==> config.mk <==
export PLATFORM = sky130hd
export DESIGN_NAME = iir_out_conv
export DESIGN_NICKNAME = d
export VERILOG_FILES = /design/src/rtl/iir_pkg.sv /design/src/rtl/iir_sync_fifo.sv /design/src/rtl/iir_out_conv.sv
export SDC_FILE = /design/constraint.sdc
export NUM_CORES = 1
export LEC_CHECK = 0
export ABC_AREA = 1
export CAP_MARGIN = 10
export CELL_PAD_IN_SITES_DETAIL_PLACEMENT = 0
export CELL_PAD_IN_SITES_GLOBAL_PLACEMENT = 1
export CORE_MARGIN = 5
export CORE_UTILIZATION = 45
export DETAILED_ROUTE_END_ITERATION = 8
export PLACE_DENSITY_LB_ADDON = 0.1
export REMOVE_ABC_BUFFERS = 1
export SLEW_MARGIN = 20
export SYNTH_ARGS = -nofsm -noshare
export SYNTH_HDL_FRONTEND = slang
export SYNTH_SLANG_ARGS = --single-unit
==> constraint.sdc <==
create_clock -name clk -period 2.6 [get_ports clk]
set_input_delay 0.52 -clock clk [delete_from_list [all_inputs] [get_ports clk]]
set_output_delay 0.52 -clock clk [all_outputs]
set_load 0.02 [all_outputs]
==> src/rtl/iir_pkg.sv <==
// rtl/iir_pkg.sv - shared widths and round/saturate helpers for the IIR filter family
package iir_pkg;

    localparam int IIR_WIDTH_H    = 15;
    localparam int IIR_WIDTH_W    = 10;
    localparam int IIR_WIDTH_O    = 12;
    localparam int IIR_FIFO_DEPTH = 8;

    // Saturation result: the clipped value plus whether clipping happened.
    typedef struct packed {
        logic               clipped;
        logic signed [63:0] value;
    } sat_result_t;

    // Round half toward +inf, then drop frac_w fractional bits.
    // The 64-bit working width is far wider than any sample, so the bias add cannot overflow.
    function automatic logic signed [63:0] round_half_up(
        input logic signed [63:0] x,
        input int                 frac_w
    );
        logic signed [63:0] bias;
        bias = 64'sd1 <<< (frac_w - 1);
        return (x + bias) >>> frac_w;
    endfunction

    // Clip to the two's complement range of an out_w-bit integer.
    function automatic sat_result_t saturate(
        input logic signed [63:0] x,
        input int                 out_w
    );
        logic signed [63:0] hi;
        logic signed [63:0] lo;
        sat_result_t        r;
        hi = (64'sd1 <<< (out_w - 1)) - 64'sd1;
        lo = -(64'sd1 <<< (out_w - 1));
        r.clipped = 1'b1;
        if (x > hi) begin
            r.value = hi;
        end else if (x < lo) begin
            r.value = lo;
        end else begin
            r.value   = x;
            r.clipped = 1'b0;
        end
        return r;
    endfunction

endpackage

==> src/rtl/iir_sync_fifo.sv <==
// rtl/iir_sync_fifo.sv - synchronous FIFO with registered show-ahead output
//
// Ports:
//   clk, rst_n      clock, asynchronous active-low reset
//   i_push, i_din   write request and data; ignored when full unless a pop happens on the same edge
//   i_pop           consume the displayed head; ignored while o_dout_valid is low
//   o_dout          registered head of the FIFO
//   o_dout_valid    o_dout holds an entry
//   o_full, o_empty occupancy flags
//   o_level         occupancy 0..DEPTH (the displayed head counts until popped)
module iir_sync_fifo #(
    parameter int WIDTH = 12,
    parameter int DEPTH = 8
) (
    input  logic                     clk,
    input  logic                     rst_n,
    input  logic                     i_push,
    input  logic [WIDTH-1:0]         i_din,
    input  logic                     i_pop,
    output logic [WIDTH-1:0]         o_dout,
    output logic                     o_dout_valid,
    output logic                     o_full,
    output logic                     o_empty,
    output logic [$clog2(DEPTH):0]   o_level
);

    localparam int AW = $clog2(DEPTH);
    localparam int LW = AW + 1;

    logic [WIDTH-1:0] r_mem [DEPTH];
    logic [AW-1:0]    r_wr_ptr;
    logic [AW-1:0]    r_rd_ptr;
    logic [LW-1:0]    r_level;
    logic [WIDTH-1:0] r_dout;
    logic             r_dout_valid;

    logic             w_pop;
    logic             w_push;
    logic             w_full;
    logic [AW-1:0]    w_rd_ptr_nxt;
    logic [LW-1:0]    w_level_after_pop;

    assign w_full            = (r_level == LW'(DEPTH));
    assign w_pop             = i_pop & r_dout_valid;
    // A full FIFO still accepts a write when the head leaves on the same edge.
    assign w_push            = i_push & (~w_full | w_pop);
    assign w_rd_ptr_nxt      = r_rd_ptr + AW'(w_pop);
    assign w_level_after_pop = r_level - LW'(w_pop);

    always_ff @(posedge clk) begin
        if (w_push) begin
            r_mem[r_wr_ptr] <= i_din;
        end
    end

    // The output register looks at the post-pop, pre-push state, so a write
    // into an empty FIFO becomes visible one edge later (no bypass path).
    always_ff @(posedge clk or negedge rst_n) begin
        if (!rst_n) begin
            r_wr_ptr     <= '0;
            r_rd_ptr     <= '0;
            r_level      <= '0;
            r_dout       <= '0;
            r_dout_valid <= 1'b0;
        end else begin
            if (w_push) begin
                r_wr_ptr <= r_wr_ptr + AW'(1);
            end
            r_rd_ptr     <= w_rd_ptr_nxt;
            r_level      <= w_level_after_pop + LW'(w_push);
            r_dout_valid <= (w_level_after_pop != '0);
            if (w_level_after_pop != '0) begin
                r_dout <= r_mem[w_rd_ptr_nxt];
            end
        end
    end

    assign o_dout       = r_dout;
    assign o_dout_valid = r_dout_valid;
    assign o_full       = w_full;
    assign o_empty      = (r_level == '0);
    assign o_level      = r_level;

endmodule

==> src/rtl/iir_out_conv.sv <==
// rtl/iir_out_conv.sv - round, saturate and buffer the IIR filter output stream
//
// Ports:
//   clk, rst_n              clock, asynchronous active-low reset
//   data_i_en, data_i       filter sample strobe and Q(width_H.width_W) sample
//   data_o_valid/ready      downstream handshake
//   data_o                  rounded, saturated width_O-bit sample
//   sat_flag                sticky clip indicator
//   drop_cnt                saturating count of samples lost to a full FIFO
//   level                   FIFO occupancy
module iir_out_conv
    import iir_pkg::*;
#(
    parameter int width_H = IIR_WIDTH_H,
    parameter int width_W = IIR_WIDTH_W,
    parameter int width_O = IIR_WIDTH_O,
    parameter int DEPTH   = IIR_FIFO_DEPTH
) (
    input  logic                              clk,
    input  logic                              rst_n,
    input  logic                              data_i_en,
    input  logic signed [width_H+width_W-1:0] data_i,
    output logic                              data_o_valid,
    input  logic                              data_o_ready,
    output logic signed [width_O-1:0]         data_o,
    output logic                              sat_flag,
    output logic [15:0]                       drop_cnt,
    output logic [$clog2(DEPTH):0]            level
);

    localparam int RW = width_H + 1;

    logic signed [RW-1:0]      r_r_data;
    logic                      r_r_valid;
    logic signed [width_O-1:0] r_s_data;
    logic                      r_s_valid;
    logic                      r_sat_flag;
    logic [15:0]               r_drop_cnt;

    logic signed [63:0]        w_round_full;
    logic signed [RW-1:0]      w_round;
    logic [63-RW:0]            w_unused_round_hi;
    sat_result_t               w_sat;
    logic [63-width_O:0]       w_unused_sat_hi;
    logic                      w_full;
    logic                      w_unused_empty;
    logic                      w_drop;

    // The rounded value always fits in width_H+1 bits; the upper bits are pure sign.
    assign w_round_full      = round_half_up(64'(data_i), width_W);
    assign w_round           = w_round_full[RW-1:0];
    assign w_unused_round_hi = w_round_full[63:RW];

    assign w_sat             = saturate(64'(r_r_data), width_O);
    assign w_unused_sat_hi   = w_sat.value[63:width_O];

    always_ff @(posedge clk or negedge rst_n) begin
        if (!rst_n) begin
            r_r_valid  <= 1'b0;
            r_r_data   <= '0;
            r_s_valid  <= 1'b0;
            r_s_data   <= '0;
            r_sat_flag <= 1'b0;
        end else begin
            r_r_valid <= data_i_en;
            if (data_i_en) begin
                r_r_data <= w_round;
            end
            r_s_valid <= r_r_valid;
            if (r_r_valid) begin
                r_s_data <= w_sat.value[width_O-1:0];
                if (w_sat.clipped) begin
                    r_sat_flag <= 1'b1;
                end
            end
        end
    end

    // The filter cannot be stalled, so a write into a full FIFO with no
    // departing head is lost and only counted.
    assign w_drop = r_s_valid & w_full & ~(data_o_valid & data_o_ready);

    always_ff @(posedge clk or negedge rst_n) begin
        if (!rst_n) begin
            r_drop_cnt <= '0;
        end else if (w_drop && (r_drop_cnt != 16'hFFFF)) begin
            r_drop_cnt <= r_drop_cnt + 16'd1;
        end
    end

    iir_sync_fifo #(
        .WIDTH (width_O),
        .DEPTH (DEPTH)
    ) u_fifo (
        .clk          (clk),
        .rst_n        (rst_n),
        .i_push       (r_s_valid),
        .i_din        (r_s_data),
        .i_pop        (data_o_ready),
        .o_dout       (data_o),
        .o_dout_valid (data_o_valid),
        .o_full       (w_full),
        .o_empty      (w_unused_empty),
        .o_level      (level)
    );

    assign sat_flag = r_sat_flag;
    assign drop_cnt = r_drop_cnt;

endmodule

Word level (Yosys, flattened, before mapping)
Memories as Yosys holds them, arrays and structs flattened. A register that Yosys moved wholly into a read port is not among the register bits.
Cells that the tools add are included.
{ "op_classes": {"shift": 0, "magnitude_cmp": 2, "eq_ne": 2, "muxes": 6, "n_mul": 0, "add_sub_neg": 6, "reduce_logical": 4, "n_bitwise": 7, "n_div": 0} }
{ "ops": {"columns": ["operator", "n"], "rows": [
  ["adder 25 x 11 -> 26 bit, second input constant", 1],
  ["two-way mux 12 bit", 2],
  ["adder 16 x 1 -> 16 bit, second input constant", 1],
  ["greater-than comparator 16 x 12 -> 1 bit, second input constant", 1],
  ["< comparator 16 x 12 -> 1 bit, second input constant", 1],
  ["!= test 16 bit, second input constant", 1],
  ["adder 4 x 1 -> 4 bit", 1],
  ["bitwise AND 1 bit", 4],
  ["equality test 4 bit, second input constant", 1],
  ["two-way mux 1 bit", 4],
  ["nonzero test 4 bit", 1],
  ["subtractor 4 x 1 -> 4 bit", 1],
  ["adder 3 x 1 -> 3 bit", 1],
  ["adder 3 x 1 -> 3 bit, second input constant", 1],
  ["inverter 1 bit", 2],
  ["AND reduction 2 bit", 1],
  ["logical AND 1 bit", 1],
  ["zero test 1 bit", 1],
  ["OR 1 bit", 1]
]} }
{ "totals": {"elab_cells": 38, "register_bits": 58, "in_bits": 29, "romBits": 0, "latchBits": 0, "mem_bits_rw": 96, "n_memories": 1, "out_inout_bits": 34} }
{ "memory_table": {"columns": ["name", "words", "width", "read_ports", "rd_ports_with_merged_regs", "wr", "line_no", "rtl"], "rows": [
  ["u_fifo.r_mem", 8, 12, 1, 1, 1, "iir_sync_fifo.sv:30", "logic [WIDTH-1:0] r_mem [DEPTH];"]
]} }

Logic depth before layout (Yosys ltp)
Gate-level depths: netlist of run 1.
{ "depth": {"ltp_word": 6, "ltp_mapped": 12, "depth_no_buf": 10} }

By module
A second synthesis of run 1 with hierarchy kept.
{ "unflattened": {"cells_unflattened": 839, "hier_area_um2": 7688.6} }
{ "by_module_without_submodules": {"columns": ["module", "seq_area_each_um2", "area_each_um2", "cells_each", "instances"], "rows": [
  ["iir_sync_fifo", 3458.3, 5176.2, 505, 1],
  ["iir_out_conv", 1176.1, 2512.4, 334, 1]
]} }

Worst setup path before layout of run 1
OpenSTA, ideal clock, no wires.
{ "synth_timing": {"kind": "input -> register", "start": "in data_o_ready", "end": "mem u_fifo.r_mem[0][0], enable pin", "t_required_ns": 2.204, "setup_slack_ns": 0.396, "cell_stages": 5, "t_arrival_ns": 1.808, "setup_time_ns": 0.396, "cell_sequence": "nand2_1 nand3_1 nand2_1 buf_4 nor3_1"} }
{ "synth_via": {"elab_chain_cells": 5} }
{ "synth_rtl": {"columns": ["element", "line_no", "rtl"], "rows": [
  ["start: declaration", "iir_out_conv.sv:24", "input logic data_o_ready,"],
  ["bitwise AND 1 bit", "iir_sync_fifo.sv:44", "assign w_pop = i_pop & r_dout_valid;"],
  ["OR 1 bit", "iir_sync_fifo.sv:46", "assign w_push = i_push & (~w_full | w_pop);"],
  ["bitwise AND 1 bit", "iir_sync_fifo.sv:46", null],
  ["two-way mux 1 bit", "iir_sync_fifo.sv:51", "if (w_push) begin"],
  ["two-way mux 1 bit (not written as such)", "iir_sync_fifo.sv:52", "r_mem[r_wr_ptr] <= i_din;"],
  ["end: declaration", "iir_sync_fifo.sv:30", null]
]} }
Every way passes these cells.

Final worst setup path of run 1
{ "layout_timing": {"start": "reg r_drop_cnt[13] (netlist: drop_cnt[13])", "end": "out drop_cnt[13]"} }
{ "layout_lines": {"columns": ["element", "line_no", "rtl"], "rows": [
  ["start: declaration", "iir_out_conv.sv:38", "logic [15:0] r_drop_cnt;"],
  ["start signal: assignment", "iir_out_conv.sv:87", "r_drop_cnt <= r_drop_cnt + 16'd1;"],
  ["end: declaration", "iir_out_conv.sv:27", "output logic [15:0] drop_cnt,"]
]} }
No word-level cell between the ends.

==> results of run 1 <==
placed cells by master (no fill, tap or decap), drive strengths merged:
master	netlist	final
clkinvlp	0	2
a21oi	3	3
nand3	74	74
nand3b	2	2
ha	9	9
edfxtp	96	96
nor3	10	10
clkinv	0	5
o21ai	50	50
dfrtp	70	70
nand2	268	268
clkbuf	12	22
xnor2	11	11
inv	44	47
buf	17	20
nor2	86	86
nand4	10	10
xor2	7	7
clkdlybuf4s50	0	52
o21bai	1	1
per-layer routing:
layer / vias to the layer above / share of wire
met5: - / 0
met3: 8 / 0.041
met1: 2407 / 0.45
met2: 89 / 0.50
li1: 2658 / -
met4: 0 / 0.0080
through the flow:
stage / hold WS (ns) / cells / worst slack, ns
finish: 0.122 / 1061 / 0.519
global route: 0.158 / 1061 / 0.372
CTS: 0.127 / 1061 / 0.490
detailed placement: 0.417 / 1029 / 0.0861
global placement: 0.403 / 1029 / 0.162
floorplan: 0.224 / 741 / -0.0887
area by class of cell:
cell class / count / area, µm²
Inverter: 44 / 165
Timing Repair Buffer: 72 / 708
Clock buffer: 22 / 528
Tap cell: 216 / 270
Fill cell: 1451 / 7200
Clock inverter: 10 / 81.3
Sequential cell: 166 / 4630
Multi-Input combinational cell: 531 / 2410
sequential cells by signal, summed over array words and instances (netlist names), 3 cells and up:
register	flops
u_fifo.r_mem	96
drop_cnt	16
r_r_data	16
r_s_data	12
u_fifo.o_dout	12
u_fifo.o_level	4
u_fifo.r_rd_ptr	3
u_fifo.r_wr_ptr	3
kinds of logic (layout without fill, tap and decap cells):
logic type	count (synthesis)	count (layout)	share of synthesized area
flip-flops	166	166	0.628
AO/OA/AOI/OAI	54	54	0.0370
buffers and inverters	73	148	0.0449
adder cells (fa/ha/maj)	9	9	0.0153
AND/OR/NAND/NOR	450	450	0.253
XOR/XNOR	18	18	0.0214
worst max-delay path by stage:
| stage | from | cells past startpoint | end |
|---|---|---|---|
| after detailed placement | data_o_ready | 10 | u_fifo.o_dout[7]$_DFFE_PN0P_ |
| after floorplan | data_o_ready | 8 | u_fifo.o_dout[10]$_DFFE_PN0P_ |
| after global routing | data_o_ready | 10 | u_fifo.o_dout[9]$_DFFE_PN0P_ |
| final | drop_cnt[13]$_DFFE_PN0P_ | 1 | drop_cnt[13] |
| after CTS | drop_cnt[11]$_DFFE_PN0P_ | 1 | drop_cnt[11] |
| after global placement | data_o_ready | 10 | u_fifo.o_dout[4]$_DFFE_PN0P_ |
where the power goes:
part | internal, mW | switching, mW | leakage [nW]
logic | 1.33 | 2.26 | 1.68
registers | 3.37 | 0.283 | 1.75
clock network | 1.46 | 1.04 | 0.297
Yosys cell counts, drive strengths merged, types with 2 or more instances:
cell | instances | area share
nor3 | 10 | 0.0068
inv | 44 | 0.022
edfxtp | 96 | 0.39
dfrtp | 70 | 0.24
nand2 | 268 | 0.14
xor2 | 7 | 0.0083
nand3b | 2 | 0.0020
nand3 | 74 | 0.051
nor2 | 86 | 0.046
xnor2 | 11 | 0.013
a21oi | 3 | 0.0020
o21ai | 50 | 0.034
nand4 | 10 | 0.0085
clkbuf | 12 | 0.0061
ha | 9 | 0.015
buf | 17 | 0.016
worst reg2reg max path, delay by kind of cell, from the launching register on:
family,cells,cell delay (ns)
xor gates and xnor gates,1,0.27
adders and majority gates,2,0.42
buffers and inverters,1,0.08
DFF,1,0.38
and+or+nand+nor,5,0.73
==> flow_summary_export.csv, run 1 <==
group,metric,value,unit
setup_path,path_cells,"clkdlybuf4s50_1",
sta,period_minus_slack,2.08,ns
global_route,use_met3,0.0424,
pwr,p_leak,3.73,nW
logic_synthesis,synth_seq_cells,166,
sta,report.final.hold_viol_count,0,
logic_synthesis,synth_area,0.00738,mm²
sta,finalSetupViolCount,0,
drt,wl,15800,µm
setup_path,r2r-start,"u_fifo.o_dout_valid$_DFF_PN0_",
clock_tree,cts_inserted_buffers,17,
setup_path,r2r-end,"u_fifo.o_dout[10]$_DFFE_PN0P_",
setup_path,worstPathRequired,2.08,ns
clock_tree,clock_latency,0.42,ns
logic_synthesis,syn_inst,770,
pwr,power-per-cell-area,1110,mW/mm²
global_route,grt-busiest-layer,"met2",
setup_path,worst-setup-path-type,"flip-flop to primary output",
global_route,grt_use_total,0.173,
layout,drive_gt1_frac,0.0781,
setup_path,crit_family,"buffers and inverters",
drt,viasPerCell,4.87,
layout,final_cell_area,0.00880,mm²
sta,tightest_slew,0.714,ns
logic_synthesis,ys_warn_count,0,
status,status,"complete, no violations",
layout,syn_to_final_growth,19.3,%
setup_path,arrival,1.56,ns
drt,drtIter0Drc,325,
sta,min_period_over_period,0.800,
sta,max_clock_freq,481,MHz
global_route,grt_max_degree,49,
setup_path,cp-start-kind,"flip-flop",
setup_path,end_kind,"primary output",
global_route,antenna_found_initial,0,
sta,max_slew_margin,0.524,
global_route,grt_use_met1,0.222,
drt,drtPass1Iterations,4,
logic_synthesis,syn_avg_cell_area,9.58,µm²
placed_design,place_congestion,0.819,
setup_path,cp_slowest_cell,"clkdlybuf4s50_1",
sta,tns,0,ns
global_route,gr-total-overflow,0,
setup_path,max_stage_delay,0.66,ns
pwr,ir_drop,0.598,mV
sta,fin_worst_skew,0.00832,ns
layout,post-route-util,0.550,
logic_synthesis,synth_cell_types,27,
die,die_w,138,µm
flow_run,cap_violations,0,
die,start_util,0.461,
global_route,grt_use_met2,0.290,
sta,grt_setup_unrepaired,"false",
die,dieArea,0.0191,mm²
clock_tree,cts_resized,0,
drt,ant_nets,0,
clock_tree,clock_path_buffers,2,
worst_hold_path,hold_path_class,"primary input to asynchronous set/reset pin",
global_route,grt_pass1_wl,26400,µm
clock_tree,cts_hold_buf,0,
placed_design,portBuffers,53,
pwr,total_power,9.74,mW
logic_synthesis,ys_seq_area_frac,0.628,
die,num_rows,46,
logic_synthesis,synth-async-reset-ratio,0.422,
logic_synthesis,synth_edf_count,96,
die,core_area,0.0160,mm²
setup_path,path_max_fanout,6,
clock_tree,clockRootBuffer,"clkbuf_16",
sta,slew_viol_final,0,
clock_tree,clock-sinks,166,
layout,antenna_cells,0,
clock_tree,clkSlewWorstSetupHoldPaths,0.06,ns
drt,vias,5162,
clock_tree,cts_tree,"built",
logic_synthesis,synth_ff_type,"edfxtp_1",
layout,final_nets,870,
placed_design,placed_area,0.00819,mm²
drt,drc,0,
setup_path,rr_worst_depth,9,
drt,post_drt_wl_per_cell,14.9,µm
setup_path,crit_buf_inv,1,
clock_tree,cts_htree_levels,4,
die,io_pins,63,
clock_tree,post_cts.repair.setup_buffers,0,
placed_design,dp_hpwl,10200,µm
die,die-height,138,µm
global_route,grt_pass1_vias,5179,
setup_path,r2r_slack,0.67,ns
(Power assumes the default switching activity.)
==> run 2, diff against run 1 <==
- CORE_UTILIZATION: 45 -> 41
- clock period: 2.6 -> 1.9 ns (I/O delays scaled with it)
==> flow_summary_export.csv, run 2 (synthesis gave the netlist of run 1 again) <==
group,metric,value,unit
sta,timing.hold.ws,0.404,ns
pwr,power-per-cell-area,1570,mW/mm²
drt,vias,5218,
setup_path,path_depth,1,
sta,report.final.hold_viol_count,0,
placed_design,dp_hpwl,11000,µm
pwr,ir_drop,0.785,mV
global_route,grt_pass1_wl,26800,µm
global_route,gr-total-overflow,0,
die,die_w,144,µm
pwr,sw_frac_of_total,0.361,
drt,wl,16700,µm
sta,fin_worst_skew,0.00650,ns
global_route,grt_max_degree,50,
sta,finalSetupViolCount,0,
layout,largest_reg_flops,96,
layout,final_common_cell,"nand2_1",
setup_path,max_stage_delay,0.64,ns
setup_path,arrival,1.47,ns
status,status,"complete, no violations",
layout,final_cell_area,0.00906,mm²
drt,ant_nets,0,
clock_tree,post_cts.repair.setup_buffers,0,
drt,viasPerCell,4.77,
layout,syn_to_final_growth,22.8,%
pwr,pwr-share-clk,0.250,
worst_hold_path,holdPathStages,0,
clock_tree,clock_latency,0.42,ns
sta,period_minus_slack,1.85,ns
setup_path,path_max_fanout,5,
clock_tree,clock-sinks,166,
layout,mostFrequentLayoutCells,"262 x nand2_1, 96 x edfxtp_1, 80 x nor2_1",
setup_path,cp-start-kind,"flip-flop",
layout,regArea,0.00463,mm²
die,dieArea,0.0208,mm²
setup_path,end_kind,"primary output",
clock_tree,clock_path_buffers,2,
pwr,p_leak,3.92,nW
die,core_area,0.0178,mm²
worst_hold_path,hold_path_class,"flip-flop to flip-flop",
setup_path,crit_family,"buffers and inverters",
sta,slew_viol_final,0,
clock_tree,clkSlewWorstSetupHoldPaths,0.06,ns
global_route,grt_pass1_vias,5116,
die,io_pins,63,
drt,post_drt_wl_per_cell,15.3,µm
clock_tree,clockRootBuffer,"clkbuf_16",
die,num_rows,49,
sta,max_clock_freq,540,MHz
drt,drtPass1Iterations,5,
setup_path,rr_worst_depth,9,
die,start_util,0.414,
placed_design,place_congestion,0.789,
placed_design,placed_area,0.00837,mm²
sta,max_slew_margin,0.626,
drt,drc,0,
sta,tightest_slew,0.560,ns
pwr,p_sw,5.15,mW
drt,drtIter0Drc,306,
clock_tree,cts_inserted_buffers,17,
pwr,power_frac_comb,0.400,
global_route,antenna_found_initial,0,
layout,multi_input_area,0.00243,mm²
clock_tree,cts_htree_levels,4,
setup_path,worst-setup-path-type,"flip-flop to primary output",
flow_run,cap_violations,0,
sta,min_period_over_period,0.974,
sta,postLayoutSetupSlackWorst,0.0494,ns
layout,fillers,1630,
die,die-height,144,µm
setup_path,crit_buf_inv,1,
clock_tree,cts_tree,"built",
global_route,grt_use_total,0.166,
setup_path,path_cells,"clkdlybuf4s50_1",
pwr,internal-power,9.12,mW
setup_path,worstPathRequired,1.52,ns
setup_path,cp_slowest_cell,"clkdlybuf4s50_1",
layout,regMostFlops,"u_fifo.r_mem",
layout,antenna_cells,0,
placed_design,portBuffers,53,
layout,final_nets,890,
placed_design,pre_cts_ws,-0.421,ns
pwr,p_seq_frac,0.350,
layout,drive_gt1_frac,0.0971,
run 2: cell count changes in the layout (fill, tap and decap cells not counted), sizes merged:
cell and delta:
clkinv -1, dlymetal6s2s +1, bufinv +4, clkinvlp +1, clkdlybuf4s50 -12, inv -1
clkbuf -1, dlygate4sd3 +1, dlygate4sd2 +11, buf +17
run 2: path summary, 6_finish.rpt:
kind	from	slack, ns	to
worst max register to register	u_fifo.o_dout_valid$_DFF_PN0_	0.11	u_fifo.o_dout[11]$_DFFE_PN0P_
max in group asynchronous	rst_n	0.94	sat_flag$_DFFE_PN0P_
worst min register to register	r_r_valid$_DFF_PN0_	0.40	r_s_valid$_DFF_PN0_
worst max-delay path	drop_cnt[0]$_DFFE_PN0P_	0.05	drop_cnt[0]
worst min-delay path	r_r_valid$_DFF_PN0_	0.40	r_s_valid$_DFF_PN0_
min in group asynchronous	rst_n	0.44	u_fifo.o_level[2]$_DFF_PN0_
run 2: final cells by class:
cell class                 instances  area share
inverter                          44      0.0182
clock buffer                      19      0.0478
clock inverter                    13      0.0200
sequential                       166       0.511
tap                              229      0.0316
timing repair buffer              92       0.102
multi-input combinational        531       0.269
run 2: power groups by stage:
stage / Combinational (mW) / Sequential, mW / Clock (mW)
floorplan: 2.85 / 5.22 / 0
global placement: 5.34 / 5.03 / 0
detailed placement: 5.41 / 5.06 / 0
CTS: 5.45 / 4.99 / 3.63
global route: 6.37 / 5.08 / 3.80
finish: 5.71 / 5.00 / 3.56
run 2: layer usage:
layer / part of all wire / vias up / global-route usage
met5: 0 / - / 0
met4: 0.011 / 0 / 0.0491
met3: 0.042 / 9 / 0.0271
met2: 0.48 / 89 / 0.272
met1: 0.47 / 2421 / 0.230
li1: - / 2699 / -
run 2: timing repair:
| action | 4_1_cts | 5_1_grt |
|---|---|---|
| cloned | 0 | 2 |
| endpoints found under the hold margin | 26 | 0 |
| endpoints found under the setup margin | 13 | 13 |
| gates resized for setup | 12 | 6 |
| hold buffers | 1 | 0 |
run 2: stage by stage:
| step | power [mW] | util | setup TNS [ns] | cells |
|---|---|---|---|---|
| final | 14.3 | 0.508 | 0 | 1094 |
| after global routing | 15.3 | 0.508 | -0.0174 | 1094 |
| after CTS | 14.1 | 0.504 | 0 | 1092 |
| after floorplan | 8.07 | - | -36.54 | 741 |
| after global placement | 10.4 | 0.469 | -26.97 | 1059 |
| after detailed placement | 10.5 | 0.469 | -28.23 | 1059 |
